File: src/rtl/serial_adder.sv
// Bit-serial adder/subtractor: processes one operand bit per clock, LSB first,
// and reports sum, carry-out and signed overflow after N cycles.
module serial_adder #(
    parameter int unsigned N = 8
) (
    input  logic         CLK,
    input  logic         RST,
    input  logic         START,
    input  logic [N-1:0] A,
    input  logic [N-1:0] B,
    input  logic         CIN,
    input  logic         SUB,
    output logic         BUSY,
    output logic         DONE,
    output logic [N-1:0] S,
    output logic         COUT,
    output logic         V
);

    localparam int unsigned CW = $clog2(N) + 1;

    typedef enum logic [1:0] {
        IDLE,
        RUN,
        FIN
    } state_t;

    state_t        state;
    logic [N-1:0]  a_q;
    logic [N-1:0]  b_q;
    logic [CW-1:0] cnt;
    logic          sum_bit;
    logic          carry_bit;

    // COUT doubles as the running carry register; it is final once RUN ends.
    assign sum_bit   = a_q[0] ^ b_q[0] ^ COUT;
    assign carry_bit = (a_q[0] & b_q[0]) | (a_q[0] & COUT) | (b_q[0] & COUT);

    always_ff @(posedge CLK) begin
        if (RST) begin
            state <= IDLE;
            a_q   <= '0;
            b_q   <= '0;
            cnt   <= '0;
            BUSY  <= 1'b0;
            DONE  <= 1'b0;
            S     <= '0;
            COUT  <= 1'b0;
            V     <= 1'b0;
        end else begin
            DONE <= 1'b0;
            case (state)
                IDLE: begin
                    if (START) begin
                        a_q   <= A;
                        b_q   <= SUB ? ~B : B;
                        COUT  <= SUB ? 1'b1 : CIN;
                        cnt   <= '0;
                        BUSY  <= 1'b1;
                        state <= RUN;
                    end
                end
                RUN: begin
                    a_q  <= a_q >> 1;
                    b_q  <= b_q >> 1;
                    COUT <= carry_bit;
                    S    <= {sum_bit, S[N-1:1]};
                    cnt  <= cnt + CW'(1);
                    // On the MSB, COUT still holds the carry into it.
                    if (cnt == CW'(N - 1)) begin
                        V     <= COUT ^ carry_bit;
                        BUSY  <= 1'b0;
                        state <= FIN;
                    end
                end
                FIN: begin
                    DONE  <= 1'b1;
                    state <= IDLE;
                end
                default: begin
                    BUSY  <= 1'b0;
                    state <= IDLE;
                end
            endcase
        end
    end

endmodule

File: config.mk
export PLATFORM = sky130hd
export DESIGN_NAME = serial_adder
export DESIGN_NICKNAME = d
export VERILOG_FILES = /design/src/rtl/serial_adder.sv
export SDC_FILE = /design/constraint.sdc
export NUM_CORES = 1
export LEC_CHECK = 0
export BUFFER_PORTS_ARGS = -buffer_cell sky130_fd_sc_hd__buf_4
export CORE_UTILIZATION = 40
export DETAILED_ROUTE_END_ITERATION = 10
export GPL_TIMING_DRIVEN = 0
export PLACE_DENSITY = 0.67
export SYNTH_ARGS = -nofsm -noshare
export SYNTH_HDL_FRONTEND = slang
export SYNTH_SLANG_ARGS = --single-unit
File: constraint.sdc
create_clock -name CLK -period 1.4 [get_ports CLK]
set_clock_uncertainty 0.15 [all_clocks]
set_input_delay 0.07 -clock CLK [delete_from_list [all_inputs] [get_ports CLK]]
set_output_delay 0.07 -clock CLK [all_outputs]
set_load 0.05 [all_outputs]
==> results of run 1 <==
worst max-delay path, delay by kind of cell (launching register included):
family | cells | cell delay, ns
and+or+nand+nor | 1 | 0.18
buffers and inverters | 2 | 0.31
DFF | 1 | 0.31
AOI/OAI and AO/OA | 2 | 0.31
kinds of logic after synthesis:
| logic type | after synthesis | synth area share |
|---|---|---|
| AO/OA/AOI/OAI | 59 | 0.263 |
| AND/OR/NAND/NOR | 50 | 0.150 |
| flip-flops | 34 | 0.433 |
| buffers and inverters | 24 | 0.0765 |
| XOR/XNOR | 9 | 0.0502 |
| adder cells (fa/ha/maj) | 2 | 0.0207 |
| multiplexers | 1 | 0.00637 |
where the power goes:
group / internal [mW] / total (mW) / leakage (nW) / switching [mW]
clock: 0.397 / 0.751 / 0.0482 / 0.355
sequential: 1.02 / 1.06 / 0.281 / 0.0389
combinational: 0.169 / 0.347 / 0.506 / 0.178
total: 1.59 / 2.16 / 0.836 / 0.571
flip-flops by register name, summed over array words and instances (netlist names):
name	cells
BUSY	1
COUT	1
a_q	8
b_q	8
cnt	4
state	2
DONE	1
S	8
V	1
repair_timing:
action	4_1_cts	5_1_grt
setup endpoints to repair	1	5
gates resized for setup	1	7
pin swaps	0	2
endpoints found under the hold margin	11	0
hold buffers	11	0
layer usage:
layer / GRT usage / vias to the layer above / part of all wire
met4: 0.0833 / 0 / 0.019
met5: 0 / - / 0
met1: 0.223 / 654 / 0.46
met2: 0.324 / 31 / 0.48
li1: - / 722 / -
met3: 0.0581 / 6 / 0.039
cell type report:
class,count,area (µm²)
Sequential cell,34,691
Tap cell,48,60.1
Multi-Input combinational cell,121,776
Clock buffer,7,86.3
Clock inverter,1,5.00
Timing Repair Buffer,41,335
Inverter,10,37.5
Buffer,14,86.3
Fill cell,370,1640
how the worst max path moves through the flow:
stage | start | endpoint | slack, ns | cells after the start
global placement | cnt[0] | V | 0.03 | 4
finish | state[0] | b_q[6] | 0.01 | 5
floorplan | COUT | V | 0.008 | 3
detailed placement | cnt[0] | V | -0.007 | 4
global route | state[0] | COUT | -0.02 | 5
CTS | cnt[0] | BUSY | 0.01 | 4
metrics by stage:
stage	setup slack [ns]	total power [mW]	hold slack [ns]	util
2_1_floorplan	0.00799	1.29	0.100	-
3_3_place_gp	0.0316	1.39	0.196	0.501
3_5_place_dp	-0.00709	1.40	0.207	0.501
4_1_cts	0.0137	2.17	0.0515	0.556
5_1_grt	-0.0244	2.25	0.0725	0.559
6_report	0.0144	2.16	0.0569	0.559
cell usage in the layout, fill, tap and decap left out, types with 2 or more instances in the layout:
cell type	instances
buf_4	33
o21ai_0	2
o21a_1	2
dlygate4sd3_1	11
o22ai_1	8
clkbuf_1	4
nor2_1	16
a21oi_1	23
nand3_1	2
dfxtp_2	5
inv_1	10
nand2_1	22
o221a_2	6
xnor2_1	8
dfxtp_1	28
clkbuf_8	6
a22oi_1	11
buf_2	6
buf_6	2
==> results.tsv, run 1 <==
metric	value	unit
grt_max_degree	11	
tns	0	ns
post-synth-top-area-fraction	0.433	
dieArea	4180	µm²
grt_setup_unrepaired	yes	
fin_cells	276	
core_area	3720	µm²
synth_edf_count	0	
die_h	64.7	µm
num_vias	1413	
drt_iter0_markers	52	
arrival	1.40	ns
wl_per_cell	13.0	µm
crit_path_start_kind	flip-flop	
critical_path.max_fanout	10	
p_leak	0.836	nW
dpl_cell_area	1860	µm²
place_congestion	0.744	
drv_slew	0	
drc	0	
synth_area	1570	µm²
max_stage_delay	0.31	ns
period_share	0.990	
hold_viol_final	0	
clockRootBuffer	clkbuf_8	
crit_path_cell_trace	buf_6, and2b_1, buf_4, a22oi_1, o22ai_1	
synth-seq-cells	34	
end_kind	flip-flop	
drt_wl_total	3590	µm
min_from	SUB	
hold_class	in2reg	
async_reset_ff_frac	0	
io_pins	33	
syn2layout_area_growth	32.3	%
whs_endpoint	COUT	
fin_crit	1.39	ns
grt_pass1_wl	5970	µm
cts_max_level	2	
ys_top_cells_by_area	dfxtp_1 43%, a21oi_1 7.3%, a22oi_1 5.3%	
grtUsageTotal	0.192	
synth.most_common_cell	dfxtp_1	
status	finished, final reports clean	
grt_overflow_total	0	
cts_tree	built	
cts_made_buffers	5	
stdcell_area	2080	µm²
drive_gt1_frac	0.294	
p_per_area	1040	nW/µm²
vdd_drop_max	0.488	mV
clock-sinks	34	
rr_endpoint	b_q[6]	
syn_area_per_cell	8.77	µm²
placed_cells	257	
ff2ff_setup_slack	0.01	ns
port_buffers	30	
synth_area_leader_cell	dfxtp_1	
cap_viol_max_count	0	
yosys_warnings	0	
start_util	0.423	
worstSetupPathType	reg2reg	
detail_route.vias_per_cell	5.12	
synth_cells	179	
fmax	722	MHz
setup_viol	0	
yosysSeqAreaShare	0.433	
dpl.hpwl	2330	µm
ys_types	37	
cp_data_required_time	1.41	ns
fp.dieW	64.7	µm
reg2regPathDepth	5	
cts_setup_buffers	0	
clk_pin_slew	0.07	ns
synthFlopType	dfxtp_1	
yosys-top-cells-count	34 x dfxtp_1, 23 x a21oi_1, 22 x nand2_1	
nets	250	
antenna_left	0	
synth_fp_nets	202	
clockBufferDepth	2	
max_slew_margin	0.684	
hold_path_depth	3	
r2r_start	state[0]	
rows	22	
grt_pass1_vias	1372	
drt-pass1-iter-count	4	
n_antenna_cell	0	
worstSkewPairLatency	0.29	ns
slowest_stage	dfxtp_1	
antenna_found_initial	0	
tightest_slew	0.475	ns
No activity file was read; power rests on OpenSTA's default activity.
==> inputs of run 2 (changes only) <==
- CORE_UTILIZATION: 40 -> 48
- PLACE_DENSITY: 0.67 -> 0.77
==> run 2 against run 1 <==
Net effect: the flow now finishes with violations (negative hold slack); fmax grew 0.21%; design area grew 1.1%; register-to-register slack is essentially flat; cell count shrank 1.1%; clock power grew 2%; sequential cell count is the same; non-clock buffer count grew 1; first-iteration DRC count shrank 5.8%; critical path type unchanged; largest power group unchanged; highest routed layer unchanged.
==> results.tsv, run 2 (synthesized netlist as in run 1, its figures left out) <==
metric	value	unit
drc	0	
crit_path_cell_trace	fa_2, nand2_1, a21oi_1	
dpl.hpwl	2460	µm
fin_crit	1.38	ns
max_stage_delay	0.55	ns
grt_max_degree	12	
stdcell_area	2100	µm²
drt-pass1-iter-count	4	
die_h	59.2	µm
rows	20	
p_per_area	1040	nW/µm²
clockRootBuffer	clkbuf_4	
cts_made_buffers	5	
cap_viol_max_count	0	
final_util	0.682	
dpl_cell_area	1860	µm²
setup_viol	0	
grtUsageTotal	0.231	
layout_commonest_cell	buf_4	
worstSkewPairLatency	0.35	ns
max_slew_margin	0.692	
end_kind	flip-flop	
antenna_left	0	
critPathBufInv	0	
drive_gt1_frac	0.310	
drv_slew	0	
drt_wl_total	3550	µm
pre_cts_ws	0.00801	ns
place_congestion	0.781	
crit_family	adder cells	
grt_setup_unrepaired	yes	
clock-sinks	34	
p_leak	0.838	nW
tns	0	ns
period_share	0.988	
grt_pass1_wl	5860	µm
start_util	0.510	
cts_tree	built	
io_pins	33	
slowest_stage	fa_2	
grt_overflow_total	0	
detail_route.vias_per_cell	5.28	
clk_pin_slew	0.11	ns
holdWs	-0.0178	ns
hold_viol_final	1	
setup_ws	0.0173	ns
syn2layout_area_growth	33.7	%
ff2ff_setup_slack	0.02	ns
fmax	723	MHz
port_buffers	30	
grt_pass1_vias	1316	
top_regs	S (8), a_q (8), b_q (8)	
n_antenna_cell	0	
cp_data_required_time	1.52	ns
tightest_slew	0.462	ns
arrival	1.50	ns
vdd_drop_max	0.630	mV
core_area	3080	µm²
dieArea	3500	µm²
hold_class	in2reg	
drt_iter0_markers	49	
cts_max_level	2	
nets	251	
worstSetupPathType	reg2reg	
fp.dieW	59.2	µm
clockBufferDepth	2	
final_cell_mix	33 x buf_4, 31 x dfxtp_1, 23 x a21oi_1, 22 x nand2_1, 16 x nor2_1	
critical_path.max_fanout	4	
antenna_found_initial	0	
status	complete, but fails checks	
violations	negative hold slack	
num_vias	1442	
crit_path_start_kind	flip-flop	
wl_per_cell	13.0	µm
[run 2: cell count changes in the layout (fill, tap and decap cells not counted), sizes merged]
cell    change
buf         +1
clkinv      -1
bufinv      +1
[run 2: tightest hold or removal path, delay by kind of cell]
kind,cells,cell delay (ns)
compound gates,1,0.07
buf+inv,1,0.18
simple gates,1,0.13
[run 2: worst paths after layout]
path,start,end,cells past startpoint
min,SUB,COUT,3
max,COUT,S[7],3
min reg2reg,S[5],S[5],2
max reg2reg,COUT,S[7],3
[run 2: layout make-up]
| class | count | area, µm² |
|---|---|---|
| buffer | 14 | 90.1 |
| tap | 44 | 55.1 |
| clock inverter | 1 | 30.0 |
| multi-input combinational | 121 | 802 |
| timing repair buffer | 42 | 343 |
| sequential | 34 | 687 |
| clock buffer | 7 | 55.1 |
| fill | 259 | 978 |
| inverter | 10 | 37.5 |
[run 2: repair_timing]
item                       in CTS  in global routing
pin swaps                       1                  2
setup endpoints to repair       1                 11
setup buffers                   0                  1
resized for setup               1                 11
hold buffers                   12                  0
hold endpoints to repair       11                  0
[run 2: power breakdown]
| group | switching, mW | leakage (nW) | internal, mW |
|---|---|---|---|
| registers | 0.0430 | 0.280 | 1.02 |
| logic | 0.182 | 0.513 | 0.177 |
| clock network | 0.340 | 0.0455 | 0.427 |
| total | 0.565 | 0.838 | 1.62 |
[run 2: routing by layer]
layer	vias to the layer above	GRT usage	wire length, µm
li1	727	-	-
met1	666	0.266	1500
met2	43	0.403	1820
met3	6	0.0546	177
met4	0	0.105	51
met5	-	0	0
[run 2: metrics by stage]
stage | total power, mW | std cells
final | 2.19 | 273
after global routing | 2.27 | 273
after CTS | 2.16 | 273
after detailed placement | 1.40 | 253
after global placement | 1.38 | 253
after floorplan | 1.29 | 179
==> inputs of run 3 (changes only) <==
- CORE_MARGIN: default -> 1.5
==> run 3 against run 2 <==
Net effect: the run ends with negative setup slack left; clock-buffer cell count stayed put; worst hold slack better by 0.031 ns; cell count is 0.37% lower; clock power is 34% lower; critical endpoint is now b_q[4].
==> results.tsv, run 3 (synthesized netlist as in run 1, its figures left out) <==
metric	value	unit
status	complete, but fails checks	
violations	negative setup slack	
dpl_cell_area	1860	µm²
p_per_area	926	nW/µm²
clock-sinks	34	
period_share	1.00	
clk_pin_slew	0.11	ns
cts_max_level	2	
fmax	713	MHz
arrival	1.46	ns
drive_gt1_frac	0.329	
io_pins	33	
setup_ws	-0.00197	ns
die_h	60.2	µm
max_slew_margin	0.644	
layout_commonest_cell	buf_4	
rr_endpoint	b_q[4]	
grt_pass1_wl	6020	µm
vdd_drop_max	0.783	mV
final_util	0.682	
clockBufferDepth	2	
min_from	START	
top_regs	S (8), a_q (8), b_q (8)	
wl_per_cell	13.8	µm
ff2ff_setup_slack	-0.002	ns
worstSetupPathType	reg2reg	
port_buffers	30	
drt_wl_total	3750	µm
core_area	3080	µm²
drc	0	
cp_data_required_time	1.46	ns
clockRootBuffer	clkbuf_4	
worstSkewPairLatency	0.34	ns
crit_path_start_kind	flip-flop	
critical_path.max_fanout	10	
antenna_left	0	
grt_max_degree	11	
syn2layout_area_growth	33.6	%
drv_slew	0	
hold_viol_final	0	
start_util	0.510	
antenna_found_initial	0	
cap_viol_max_count	0	
detail_route.vias_per_cell	5.31	
fin_crit	1.40	ns
cts_tree	built	
place_congestion	0.783	
rows	20	
cts_made_buffers	5	
grtUsageTotal	0.231	
fp.dieW	60.2	µm
r2r_start	state[0]	
p_leak	0.825	nW
dpl.hpwl	2610	µm
n_antenna_cell	0	
num_vias	1445	
grt_pass1_vias	1390	
setup_viol	1	
grt_overflow_total	0	
drt_iter0_markers	75	
final_cell_mix	32 x buf_4, 31 x dfxtp_1, 23 x a21oi_1, 21 x nand2_1, 16 x nor2_1	
drt-pass1-iter-count	4	
nets	251	
stdcell_area	2100	µm²
whs_endpoint	b_q[7]	
dieArea	3620	µm²
tightest_slew	0.534	ns
end_kind	flip-flop	
hold_class	in2reg	
hold_path_depth	4	
grt_setup_unrepaired	yes	
reg2regPathDepth	5	
==> run 3: changes by cell type in the layout (fill, tap and decap cells not counted), sizes merged <==
cell,delta
clkbuf,+1
bufinv,-1
buf,-1
==> run 3: what timing repair did <==
action	4_1_cts	5_1_grt
endpoints found under the setup margin	3	14
pin swaps	2	5
hold buffers	11	0
setup buffers	0	1
hold endpoints to repair	11	0
resized for setup	4	17
==> run 3: layout make-up <==
type / instances / area [µm²]
fillers: 253 / 980
inverters: 10 / 37.5
flip-flops and latches: 34 / 687
clock buffers: 7 / 45.0
repair buffers: 42 / 343
well taps: 44 / 55.1
multi-input cells: 121 / 831
plain buffers: 14 / 100
==> run 3: power by group <==
group	switching, mW	total [mW]	leakage [nW]	internal (mW)
clock	0.317	0.506	0.0254	0.189
sequential	0.0443	1.06	0.280	1.02
combinational	0.190	0.375	0.520	0.184
==> run 3: metal layers <==
metal	vias up	GRT usage	wire length, µm
li1	724	-	-
met1	679	0.265	1560
met2	37	0.394	1980
met3	5	0.0649	164
met4	0	0.102	43
met5	-	0	0
==> run 3: per-stage QoR <==
| step | hold slack, ns | power (mW) | TNS, ns | setup slack (ns) | cells |
|---|---|---|---|---|---|
| after global routing | 0.0174 | 2.02 | -0.227 | -0.0584 | 272 |
| after detailed placement | 0.210 | 1.40 | -0.0329 | -0.0303 | 253 |
| after global placement | 0.200 | 1.38 | 0 | 0.0311 | 253 |
| after CTS | 0.00654 | 1.91 | 0 | 0.00280 | 271 |
| final | 0.0136 | 1.94 | -0.00197 | -0.00197 | 272 |
| after floorplan | 0.100 | 1.29 | 0 | 0.00799 | 179 |
==> run 3: worst max path at each step <==
stage / to / start / cells after the start
2_1_floorplan: V / COUT / 3
3_3_place_gp: V / cnt[0] / 4
3_5_place_dp: b_q[4] / state[0] / 5
4_1_cts: V / cnt[1] / 4
5_1_grt: V / COUT / 3
6_report: b_q[4] / state[0] / 5
==> run 3: critical path: stages (launching register included) <==
cell	delay, ns
dfxtp_1	0.32
buf_6	0.14
and2b_2	0.22
buf_8	0.15
a22oi_2	0.17
o22ai_1	0.11
